<file path="src/rtl/cprv_wb_stage.sv">
// -----------------------------------------------------------------------------
// cprv_wb_stage
//   Writeback stage of the cprv64g pipeline, fed by the mem stage.
//   Accepts one instruction per valid/ready handshake and picks the result:
//   the ALU output, or load data. Load data is byte-aligned and then sign- or
//   zero-extended here. The result is held in an output register that drives
//   the register-file write port, which is also the forwarding source. The
//   stage also keeps the retired-instruction counter (instret).
//
// Ports
//   clk, rst_n        clock (rising edge) / asynchronous active-low reset
//   valid_wb_i        mem stage presents an instruction
//   ready_wb_o        this stage accepts an instruction this cycle
//   rd_addr_wb_i      destination register
//   rd_en_wb_i        the instruction writes rd
//   opcode_wb_i       RV opcode (7'b0000011 = LOAD)
//   funct3_wb_i       load width / signedness
//   alu_out_wb_i      ALU result; effective address for loads
//   mem_data_wb_i     aligned doubleword read from dmem
//   rf_valid_o        write record valid (forwarding valid)
//   rf_ready_i        register-file write port accepts the record
//   rf_we_o           write enable: rd_en, rd != x0 and record valid
//   rf_waddr_o        write address
//   rf_wdata_o        write data
//   instret_clr_i     synchronous clear of instret
//   instret_o         retired-instruction count
// -----------------------------------------------------------------------------
module cprv_wb_stage #(
   parameter int DATA_WIDTH = 64,
   parameter int CNT_WIDTH  = 64
) (
   input  logic                  clk,
   input  logic                  rst_n,
   input  logic                  valid_wb_i,
   output logic                  ready_wb_o,
   input  logic [4:0]            rd_addr_wb_i,
   input  logic                  rd_en_wb_i,
   input  logic [6:0]            opcode_wb_i,
   input  logic [2:0]            funct3_wb_i,
   input  logic [DATA_WIDTH-1:0] alu_out_wb_i,
   input  logic [DATA_WIDTH-1:0] mem_data_wb_i,
   output logic                  rf_valid_o,
   input  logic                  rf_ready_i,
   output logic                  rf_we_o,
   output logic [4:0]            rf_waddr_o,
   output logic [DATA_WIDTH-1:0] rf_wdata_o,
   input  logic                  instret_clr_i,
   output logic [CNT_WIDTH-1:0]  instret_o
);

   localparam logic [6:0] OPC_LOAD = 7'b0000011;

   logic                  rf_valid_q, rf_valid_d;
   logic                  rf_we_q,    rf_we_d;
   logic [4:0]            rf_waddr_q, rf_waddr_d;
   logic [DATA_WIDTH-1:0] rf_wdata_q, rf_wdata_d;
   logic [CNT_WIDTH-1:0]  instret_q,  instret_d;

   logic                  xfer;
   logic [DATA_WIDTH-1:0] load_shifted;
   logic [DATA_WIDTH-1:0] result;

   // The output register can take a new record when it is empty or is being
   // drained this cycle. ready does not depend on valid_wb_i. It is held low
   // while reset is asserted.
   assign ready_wb_o = rst_n & (~rf_valid_q | rf_ready_i);
   assign xfer       = valid_wb_i & ready_wb_o;

   // Move the addressed byte to bit 0. Bytes shifted in from above bit 63 are
   // zero, so a misaligned access simply reads zeros.
   assign load_shifted = mem_data_wb_i >> {alu_out_wb_i[2:0], 3'b000};

   always_comb begin
      result = alu_out_wb_i;
      if (opcode_wb_i == OPC_LOAD) begin
         case (funct3_wb_i)
            3'b000:  result = {{(DATA_WIDTH-8){load_shifted[7]}},   load_shifted[7:0]};
            3'b001:  result = {{(DATA_WIDTH-16){load_shifted[15]}}, load_shifted[15:0]};
            3'b010:  result = {{(DATA_WIDTH-32){load_shifted[31]}}, load_shifted[31:0]};
            3'b011:  result = load_shifted;
            3'b100:  result = {{(DATA_WIDTH-8){1'b0}},  load_shifted[7:0]};
            3'b101:  result = {{(DATA_WIDTH-16){1'b0}}, load_shifted[15:0]};
            3'b110:  result = {{(DATA_WIDTH-32){1'b0}}, load_shifted[31:0]};
            default: result = '0;   // reserved encoding
         endcase
      end
   end

   always_comb begin
      rf_valid_d = rf_valid_q;
      rf_we_d    = rf_we_q;
      rf_waddr_d = rf_waddr_q;
      rf_wdata_d = rf_wdata_q;
      instret_d  = instret_q;

      if (xfer) begin
         rf_valid_d = 1'b1;
         rf_we_d    = rd_en_wb_i & (rd_addr_wb_i != 5'd0);
         rf_waddr_d = rd_addr_wb_i;
         rf_wdata_d = result;
      end else if (rf_ready_i) begin
         // Record consumed. Address and data stay put; rf_we_o is masked by
         // rf_valid_o.
         rf_valid_d = 1'b0;
      end

      // A clear wins over a retire in the same cycle.
      if (instret_clr_i) begin
         instret_d = '0;
      end else if (xfer) begin
         instret_d = instret_q + CNT_WIDTH'(1);
      end
   end

   always_ff @(posedge clk or negedge rst_n) begin
      if (!rst_n) begin
         rf_valid_q <= 1'b0;
         rf_we_q    <= 1'b0;
         rf_waddr_q <= '0;
         rf_wdata_q <= '0;
         instret_q  <= '0;
      end else begin
         rf_valid_q <= rf_valid_d;
         rf_we_q    <= rf_we_d;
         rf_waddr_q <= rf_waddr_d;
         rf_wdata_q <= rf_wdata_d;
         instret_q  <= instret_d;
      end
   end

   assign rf_valid_o = rf_valid_q;
   assign rf_we_o    = rf_we_q & rf_valid_q;
   assign rf_waddr_o = rf_waddr_q;
   assign rf_wdata_o = rf_wdata_q;
   assign instret_o  = instret_q;

endmodule

</file>
<file path="config.mk">
export PLATFORM = sky130hd
export DESIGN_NAME = cprv_wb_stage
export DESIGN_NICKNAME = d
export VERILOG_FILES = /design/src/rtl/cprv_wb_stage.sv
export SDC_FILE = /design/constraint.sdc
export NUM_CORES = 1
export LEC_CHECK = 0
export ABC_AREA = 0
export CAP_MARGIN = 20
export CORE_MARGIN = 8
export CORE_UTILIZATION = 47
export CTS_CLUSTER_DIAMETER = 150
export DETAILED_ROUTE_END_ITERATION = 7
export PLACE_DENSITY = 0.86
export SLEW_MARGIN = 15
export SYNTH_ARGS = -nofsm -noshare
export SYNTH_HDL_FRONTEND = slang
export SYNTH_SLANG_ARGS = --single-unit
</file>
<file path="constraint.sdc">
create_clock -name clk -period 2.8 [get_ports clk]
set_input_delay 0.42 -clock clk [delete_from_list [all_inputs] [get_ports clk]]
set_output_delay 0.42 -clock clk [all_outputs]
set_load 0.01 [all_outputs]
</file>
==> impl_metrics.yaml <==
sta:
  worst_pin_slew_ps: 1100
  rsz0062_at_grt: "no"
  period_share_pct: 95.1
  setup_viol: 0
  finalHoldViolations: 0
  relSlewSlack_pct: 26.2
  post-route-min-period_ps: 2660
  finalMaxSlewViolations: 0
  tns_ps: 0
  fmax_mhz: 376
  fin_skew_ps: 10.1
clock_network:
  htreeDepth: 4
  clock_latency_ps: 420
  ctsRootBufferMaster: "clkbuf_16"
  clock_sinks: 135
  cts_buffers: 17
  cts_resized: 0
  cts_tree: "yes"
  clk_path_buf_depth: 2
  path_clk_slew_ps: 60
layout:
  finish.instance_area_um2: 12800
  final_cell_mix: "280 x clkdlybuf4s50_1, 135 x dfrtp_1, 110 x o21ai_0"
  drive_above_1_share_pct: 10.5
  nNetsFinal: 1455
  area_growth_pct: 44.3
  final_common_cell: "clkdlybuf4s50_1"
floorplanning:
  initial_core_util_pct: 47.6
  die_h_um: 153
  die_area_um2: 23500
  fp-row-count: 50
  die_x_um: 153
  io_pins: 285
  core_area_um2: 18600
routing:
  ant_nets: 0
  drt_iter0_markers: 990
  routed_wirelength_um: 34500
  via_count: 9815
  firstDrtPassIters: 6
  via_per_inst: 6.32
  drc: 0
  wl_per_cell_um: 22.2
pwr:
  power_frac_clock_pct: 40.9
  power.density_nw_per_um2: 470
  intPower_mw: 4.36
  swShare_pct: 27.7
  combPwrFrac_pct: 22.7
  peakVddDrop_v: 0.000330
  seqPwrFrac_pct: 36.4
  leakagePower_nw: 5.07
  power.switching_mw: 1.67
worst_setup_path:
  crit_type: "in -> reg"
  cp-end-kind: "register"
  worstSetupStartpointType: "input pin"
  rr_startpoint: "instret_o[19]"
  cp.arrival_ps: 2900
  cp_max_fo: 14
  required_ps: 3040
  timing.critical_path.from: "alu_out_wb_i[2]"
job:
  max_cap_viol_count: 0
grt:
  grt_pass1_wl_um: 54300
  grt_use_total_pct: 28.8
  grt_pass1_vias: 9979
  antenna_found_initial: 1
  grt_max_degree: 77
  grt.overflow.total: 0
place:
  placed_area_um2: 12200
  hpwl_um: 26200
  portBuffers: 284
  gp_congestion: 1.01
logic_synthesis:
  syn-cell-area_um2: 8880
  ys_ff_latch: 135
  synth.yosys.seq_area_share_pct: 38.1
  synth_edf_count: 0
  syn_inst: 1028
  synth.distinct_cells: 49
  synth_top_flop_cell: "dfrtp_1"
  yosys_warnings: 0
  async_reset_ff_share_pct: 100
  avgSynthCellArea_um2: 8.63
  syn_nets: 1178
worst_hold_path:
  worstHoldPathType: "in -> async"
outcome:
  outcome: "finished, final reports clean"
## registers in the layout (all words and copies together), names as in the netlist
signal      flops
rf_we_q         1
rf_wdata_o     64
instret_o      64
rf_waddr_o      5
rf_valid_o      1
## power groups by stage
stage / Clock [mW] / Sequential [mW] / Combinational, mW
after floorplan: 0 / 2.27 / 0.495
after global placement: 0 / 2.22 / 1.33
after detailed placement: 0 / 2.22 / 1.35
after CTS: 2.48 / 2.19 / 1.36
after global routing: 2.58 / 2.21 / 1.45
final: 2.46 / 2.19 / 1.37
## final cells by class
class,instances,area (um^2)
Antenna cell,1,2.50
Clock buffer,19,453
Clock inverter,13,193
Fill cell,1490,5830
Inverter,17,63.8
Multi-Input combinational cell,795,5120
Sequential cell,135,3380
Tap cell,234,293
Timing Repair Buffer,339,3310
## cells in the mapped netlist, types with 4 or more instances
library cell | instances | area [um^2]
dfrtp_1 | 135 | 3380
o21ai_0 | 110 | 551
nor2_1 | 102 | 383
a21oi_1 | 97 | 485
nand2_1 | 70 | 263
clkbuf_1 | 63 | 236
mux2i_1 | 49 | 490
nand3_1 | 30 | 150
nand4_1 | 29 | 181
and3_1 | 27 | 169
o31ai_1 | 27 | 203
nor3_1 | 24 | 120
or4_1 | 22 | 165
or3_1 | 21 | 131
mux4_2 | 20 | 450
nor4_1 | 20 | 125
xor2_1 | 19 | 166
inv_1 | 17 | 63.8
a2bb2oi_1 | 15 | 131
mux2_2 | 12 | 135
nor2b_1 | 12 | 75.1
a211oi_1 | 9 | 67.6
buf_2 | 9 | 45.0
or2_2 | 9 | 56.3
a221oi_1 | 8 | 70.1
a222oi_1 | 8 | 80.1
and4_1 | 8 | 70.1
nor4b_1 | 8 | 70.1
and2_1 | 6 | 37.5
buf_1 | 6 | 22.5
o22ai_1 | 6 | 37.5
nand3b_1 | 4 | 30.0
xnor2_1 | 4 | 35.0
## final timing paths
path                                       end  slack [ps]  depth (start not counted)
worst max-delay path            rf_wdata_o[32]         140                          6
worst min-delay path             instret_o[12]         410                          2
worst max register to register   instret_o[53]         390                          7
worst min register to register   rf_wdata_o[6]         480                          2
max in group asynchronous        instret_o[52]        1170                          3
min in group clk                 rf_wdata_o[6]         480                          2
## cell families after synthesis
group                    count (synthesis)  share of synthesized area, %
flip-flops                             135                          38.1
adder cells (fa/ha/maj)                  1                         0.141
XOR/XNOR                                23                          2.27
multiplexers                            81                          12.1
AND/OR/NAND/NOR                        402                          24.0
AO/OA/AOI/OAI                          288                          19.0
buffers and inverters                   98                          4.44
## stage by stage
step / instances / setup slack [ps] / hold slack, ps / util (%) / total power [mW]
after floorplan: 1028 / 621 / 124 / - / 2.77
after global placement: 1519 / 7.29 / 269 / 65.2 / 3.55
after detailed placement: 1519 / -156 / 271 / 65.2 / 3.57
after CTS: 1552 / 276 / 388 / 68.7 / 6.03
after global routing: 1553 / 150 / 421 / 68.7 / 6.24
final: 1553 / 138 / 409 / 68.7 / 6.02
## critical path, stage by stage
cell	delay (ps)
clkdlybuf4s50_1	660
mux2i_1	350
mux4_2	350
nor4b_4	70
nor2_1	850
a21oi_1	190
## what timing repair did
item / 4_1_cts / 5_1_grt
buffers inserted: 0 / 0
endpoints found under the hold margin: 17 / 0
hold buffers: 1 / 0
## per-layer routing
| metal | track usage [%] | wire, um |
|---|---|---|
| met5 | 0 | 0 |
| met4 | 13.1 | 1380 |
| met1 | 33.9 | 12800 |
| met3 | 8.35 | 3730 |
| met2 | 47.8 | 16600 |
Note: power is estimated with default switching activity, not from simulation.
